## src/rtl/mem_arb.sv

```systemverilog
// Two-requester memory arbiter: IFU and LSU share one memory port, one transaction
// in flight, LSU has fixed priority with a starvation guard that forces an IFU grant.
module mem_arb #(
    parameter int XLEN           = 32,
    parameter int LSU_MAX_CONSEC = 4
) (
    input  logic              clk,
    input  logic              rst,
    input  logic              ifu_req,
    input  logic [XLEN-1:0]   ifu_addr,
    output logic              ifu_gnt,
    output logic              ifu_rvalid,
    output logic [XLEN-1:0]   ifu_rdata,
    input  logic              lsu_req,
    input  logic [XLEN-1:0]   lsu_addr,
    input  logic              lsu_write,
    input  logic [XLEN-1:0]   lsu_wdata,
    input  logic [XLEN/8-1:0] lsu_wstrb,
    output logic              lsu_gnt,
    output logic              lsu_rvalid,
    output logic [XLEN-1:0]   lsu_rdata,
    output logic              mem_req,
    output logic [XLEN-1:0]   mem_addr,
    output logic              mem_write,
    output logic [XLEN-1:0]   mem_wdata,
    output logic [XLEN/8-1:0] mem_wstrb,
    input  logic              mem_gnt,
    input  logic              mem_rvalid,
    input  logic [XLEN-1:0]   mem_rdata,
    output logic              err,
    output logic [1:0]        dbg_state
);

    // Handshake: a requester holds req and payload until it sees its gnt pulse; gnt
    // is only given in IDLE. Memory side: mem_req/payload hold until mem_gnt, then
    // exactly one mem_rvalid follows in a later cycle.

    localparam int SW = $clog2(LSU_MAX_CONSEC + 1);
    localparam logic [SW-1:0] STREAK_MAX = SW'(LSU_MAX_CONSEC);

    typedef enum logic [1:0] {
        IDLE = 2'd0,
        REQ  = 2'd1,
        RESP = 2'd2
    } state_t;

    state_t        state;
    state_t        state_nxt;
    logic          owner_lsu;
    logic [SW-1:0] streak;
    logic          lsu_win;
    logic          ifu_win;

    always_comb begin
        state_nxt  = state;
        ifu_gnt    = 1'b0;
        lsu_gnt    = 1'b0;
        ifu_rvalid = 1'b0;
        lsu_rvalid = 1'b0;
        // LSU yields only when IFU has waited through a full run of LSU grants.
        lsu_win    = lsu_req && !(ifu_req && (streak == STREAK_MAX));
        ifu_win    = ifu_req && !lsu_win;
        case (state)
            IDLE: begin
                if (!rst) begin
                    if (lsu_win) begin
                        lsu_gnt   = 1'b1;
                        state_nxt = REQ;
                    end else if (ifu_win) begin
                        ifu_gnt   = 1'b1;
                        state_nxt = REQ;
                    end
                end
            end
            REQ: begin
                if (mem_gnt) state_nxt = RESP;
            end
            RESP: begin
                if (mem_rvalid) begin
                    state_nxt = IDLE;
                    if (!rst) begin
                        if (owner_lsu) lsu_rvalid = 1'b1;
                        else           ifu_rvalid = 1'b1;
                    end
                end
            end
            default: state_nxt = IDLE;
        endcase
    end

    always_ff @(posedge clk) begin
        if (rst) begin
            state     <= IDLE;
            owner_lsu <= 1'b0;
            streak    <= '0;
            mem_addr  <= '0;
            mem_write <= 1'b0;
            mem_wdata <= '0;
            mem_wstrb <= '0;
            err       <= 1'b0;
        end else begin
            state <= state_nxt;
            if (mem_rvalid && (state != RESP)) err <= 1'b1;
            if (lsu_gnt) begin
                owner_lsu <= 1'b1;
                mem_addr  <= lsu_addr;
                mem_write <= lsu_write;
                mem_wdata <= lsu_wdata;
                mem_wstrb <= lsu_wstrb;
                if (!ifu_req)                 streak <= '0;
                else if (streak != STREAK_MAX) streak <= streak + SW'(1);
            end else if (ifu_gnt) begin
                owner_lsu <= 1'b0;
                mem_addr  <= ifu_addr;
                mem_write <= 1'b0;
                mem_wdata <= '0;
                mem_wstrb <= '0;
                streak    <= '0;
            end
        end
    end

    assign mem_req   = (state == REQ);
    assign ifu_rdata = mem_rdata;
    assign lsu_rdata = mem_rdata;
    assign dbg_state = state;

endmodule

```

## config.mk

```make
export PLATFORM = sky130hd
export DESIGN_NAME = mem_arb
export DESIGN_NICKNAME = d
export VERILOG_FILES = /design/src/rtl/mem_arb.sv
export SDC_FILE = /design/constraint.sdc
export NUM_CORES = 1
export LEC_CHECK = 0
export BUFFER_PORTS_ARGS = -buffer_cell sky130_fd_sc_hd__clkbuf_2
export CAP_MARGIN = 25
export CORE_AREA = 5 5 106 108
export CTS_CLUSTER_DIAMETER = 100
export DETAILED_ROUTE_END_ITERATION = 10
export DIE_AREA = 0 0 111 113
export PLACE_DENSITY = 0.76
export RECOVER_POWER = 100
export SLEW_MARGIN = 5
export SYNTH_ARGS = -nofsm -noshare
export SYNTH_HDL_FRONTEND = slang
export SYNTH_SLANG_ARGS = --single-unit
export TNS_END_PERCENT = 50
```

## constraint.sdc

```tcl
create_clock -name clk -period 3.8 [get_ports clk]
set_clock_uncertainty 0.2 [all_clocks]
set_input_delay 0.76 -clock clk [delete_from_list [all_inputs] [get_ports clk]]
set_output_delay 0.76 -clock clk [all_outputs]
set_load 0.03 [all_outputs]
```

==> impl_metrics.toml <==
[critical_path]
end_kind = "output port"
critical_path_data_required_time_ns = 2.84
setup.worst_path.class = "in2out"
crit_path_max_fanout = 6
setup.reg_to_reg.worst_slack_ns = 1.76
crit_arrival_ns = 1.76
critPathLaunchType = "input pin"
timing.reg2reg.worst_path_depth = 4

[cells_and_area]
regArea_sq_um = 1520
layout_commonest_cell = "sky130_fd_sc_hd__clkbuf_2"
drive_above_1_share_pct = 25.9
instances_no_fill = 669
fillCellCount = 1072
nNetsFinal = 668
mostFrequentLayoutCells = "106 x sky130_fd_sc_hd__clkbuf_2, 81 x sky130_fd_sc_hd__clkbuf_1, 76 x sky130_fd_sc_hd__dfxtp_1"
area_growth_syn_to_layout_pct = 10.2
post-route-cell-area_sq_um = 4350
multi_input_gate_area_in_the_final_layout_sq_um = 1580

[routing]
route.vias.total = 3413
drt.antenna.violating_nets = 0
detailedRoute.firstIterationViolations = 217
post-route-drc-count = 0
routed_wirelength_mm = 10.9
routed_wire_length_per_instance_um = 16.3
drt_pre_antenna_iters = 4
avgViaCountPerCell = 5.10

[place]
hpwl_mm = 7.95
finalWeightedCongestion = 0.805
post-place-cells = 652
placement_cell_area_sq_um = 4390
buffer_ports.inserted = 183

[clock_tree]
cts_buffers = 9
clkSlewWorstSetupHoldPaths_ns = 0.07
clockRootBuffer = "sky130_fd_sc_hd__clkbuf_8"
ctsLongestPathBuffers = 2
clk_latency_ns = 0.33
cts_hold_buf = 0
cts_htree_levels = 3
clock_tree_from_tritoncts = "yes"
post_cts.resized_instances = 0
cts_setup_buffers = 0
clkSinkCount = 76

[floorplanning]
die_w_um = 111
die-area_sq_um = 12500
die-height_um = 113
num_rows = 37
core_area_sq_um = 10100
design.portCount = 280
initial_core_util_pct = 38.9

[timing]
finalHoldViolations = 0
timing.slew.headroom_pct = 49.8
period_share_pct = 71.5
setup_viol = 0
worstMarginPinSlew_ns = 0.753
hold-worst-slack_ns = 0.280
final_max_slew_viol_count = 0
timing.setup.tns_ns = 0
grt_setup_unrepaired = "false"
max_clock_freq_mhz = 368
min_period_ns = 2.72

[synthesis]
synth_seq_area_share_pct = 38.5
synth_net_count = 571
postSynthCellCount = 430
synth_cell_types = 35
number_of_register_bits_inferred_by_synthesis = 76
avgSynthCellArea_sq_um = 9.18
synth-warning-count = 0
netlist_area_sq_um = 3950

[power]
worst_vdd_drop_mv = 0.146
power.density_cell_area_nw_per_um2 = 421
switching_power_mw = 0.561
power.static_leakage_nw = 1.67
combinationalPowerShare_pct = 20.6
seq_power_share_pct = 48.3
portion_of_total_power_attributed_to_the_clock_network_pct = 31.0
power.internal_mw = 1.27
swShare_pct = 30.7
power_total_mw = 1.83

[global_route]
antenna_found_initial = 0
pin_count_of_the_biggest_net_entering_global_routing = 42
grt_pass1_wl_mm = 17.2
grt_remaining_overflow = 0
via_count_of_the_first_global_routing_pass = 3528
globalRouteTotalUtil_pct = 16.5

[min_path]
hp-class = "reg2reg"
holdPathStages = 2

[flow_run]
drv.max_cap_violation_count = 0

[outcome]
outcome = "completed"
[flip-flops by register name, summed over array words and instances, names as in the netlist]
signal,count
dbg_state,2
err,1
mem_addr,32
mem_wdata,32
mem_write,1
mem_wstrb,4
owner_lsu,1
streak,3
[layout make-up]
cell class / count / share of cell area [%]
Sequential cell: 76 / 35.0
Clock inverter: 1 / 0.115
Inverter: 5 / 0.431
Multi-Input combinational cell: 244 / 36.3
Antenna cell: 1 / 0.0575
Tap cell: 136 / 3.91
Clock buffer: 15 / 4.05
Timing Repair Buffer: 191 / 20.1
[power groups by stage]
stage | combinational (mW) | clock (mW) | sequential [mW]
detailed placement | 0.410 | 0 | 0.903
CTS | 0.411 | 0.593 | 0.886
global placement | 0.401 | 0 | 0.900
global route | 0.410 | 0.618 | 0.892
finish | 0.378 | 0.568 | 0.885
floorplan | 0.304 | 0 | 0.994
[through the flow]
step	setup WS [ns]	util (%)
finish	1.08	42.9
global route	0.964	42.9
CTS	1.21	45.1
detailed placement	1.24	43.3
global placement	1.26	43.3
floorplan	0.884	-
[cell families after synthesis]
logic type      count (synthesis)  share of synthesized area [%]
compound gates                148                           25.1
fa+ha+maj                       2                          0.634
buf+inv                       110                           18.7
flops                          76                           38.5
mux                            32                           8.11
simple gates                   62                           8.97
[synth_stat cells]
cell	n	area (sq um)
sky130_fd_sc_hd__or3_1	1	6.26
sky130_fd_sc_hd__o22a_1	1	8.76
sky130_fd_sc_hd__clkinv_1	1	3.75
sky130_fd_sc_hd__a21oi_1	70	350
sky130_fd_sc_hd__nor3_1	1	5.00
sky130_fd_sc_hd__buf_6	8	90.1
sky130_fd_sc_hd__o311ai_1	1	8.76
sky130_fd_sc_hd__nand2b_1	1	6.26
sky130_fd_sc_hd__o31ai_2	30	375
sky130_fd_sc_hd__buf_4	68	510
sky130_fd_sc_hd__mux2i_1	32	320
sky130_fd_sc_hd__or4b_4	1	13.8
sky130_fd_sc_hd__o21ai_1	40	200
sky130_fd_sc_hd__dfxtp_1	76	1520
sky130_fd_sc_hd__buf_2	8	40.0
sky130_fd_sc_hd__inv_1	3	11.3
sky130_fd_sc_hd__inv_2	1	3.75
sky130_fd_sc_hd__a2111oi_0	1	8.76
sky130_fd_sc_hd__buf_1	2	7.51
sky130_fd_sc_hd__and3b_1	1	8.76
sky130_fd_sc_hd__o22ai_1	1	6.26
sky130_fd_sc_hd__clkbuf_1	19	71.3
sky130_fd_sc_hd__nor4b_2	1	15.0
sky130_fd_sc_hd__nand3_1	39	195
sky130_fd_sc_hd__and3_1	2	12.5
sky130_fd_sc_hd__nor4b_4	1	23.8
sky130_fd_sc_hd__ha_1	2	25.0
sky130_fd_sc_hd__nand2_1	6	22.5
sky130_fd_sc_hd__nor4b_1	1	8.76
sky130_fd_sc_hd__nor3b_1	2	15.0
sky130_fd_sc_hd__o31ai_1	2	15.0
sky130_fd_sc_hd__a21boi_1	1	7.51
sky130_fd_sc_hd__nor2b_1	1	6.26
sky130_fd_sc_hd__nor2_1	4	15.0
sky130_fd_sc_hd__o2111ai_1	1	8.76
[routing by layer]
metal	track usage [%]	up-vias	wire, um
li1	-	1659	-
met1	18.4	1609	4350
met2	29.3	109	5630
met3	3.69	36	614
met4	9.03	0	295
met5	0	-	0
[path summary, 6_finish.rpt]
path	from	to
hold reg to reg	mem_wdata[3]$_SDFFE_PP0P_	mem_wdata[3]$_SDFFE_PP0P_
hold / removal	mem_wdata[3]$_SDFFE_PP0P_	mem_wdata[3]$_SDFFE_PP0P_
setup reg to reg	dbg_state[1]$_SDFFE_PP0P_	mem_addr[7]$_SDFFE_PP0P_
setup / recovery	rst	ifu_gnt
[critical path, cell delays in order]
cell                       delay, ns
sky130_fd_sc_hd__clkbuf_1       0.19
sky130_fd_sc_hd__nor4b_4        0.27
sky130_fd_sc_hd__a21boi_1       0.20
sky130_fd_sc_hd__clkbuf_1       0.34
No activity file was read; power rests on OpenSTA's default activity.
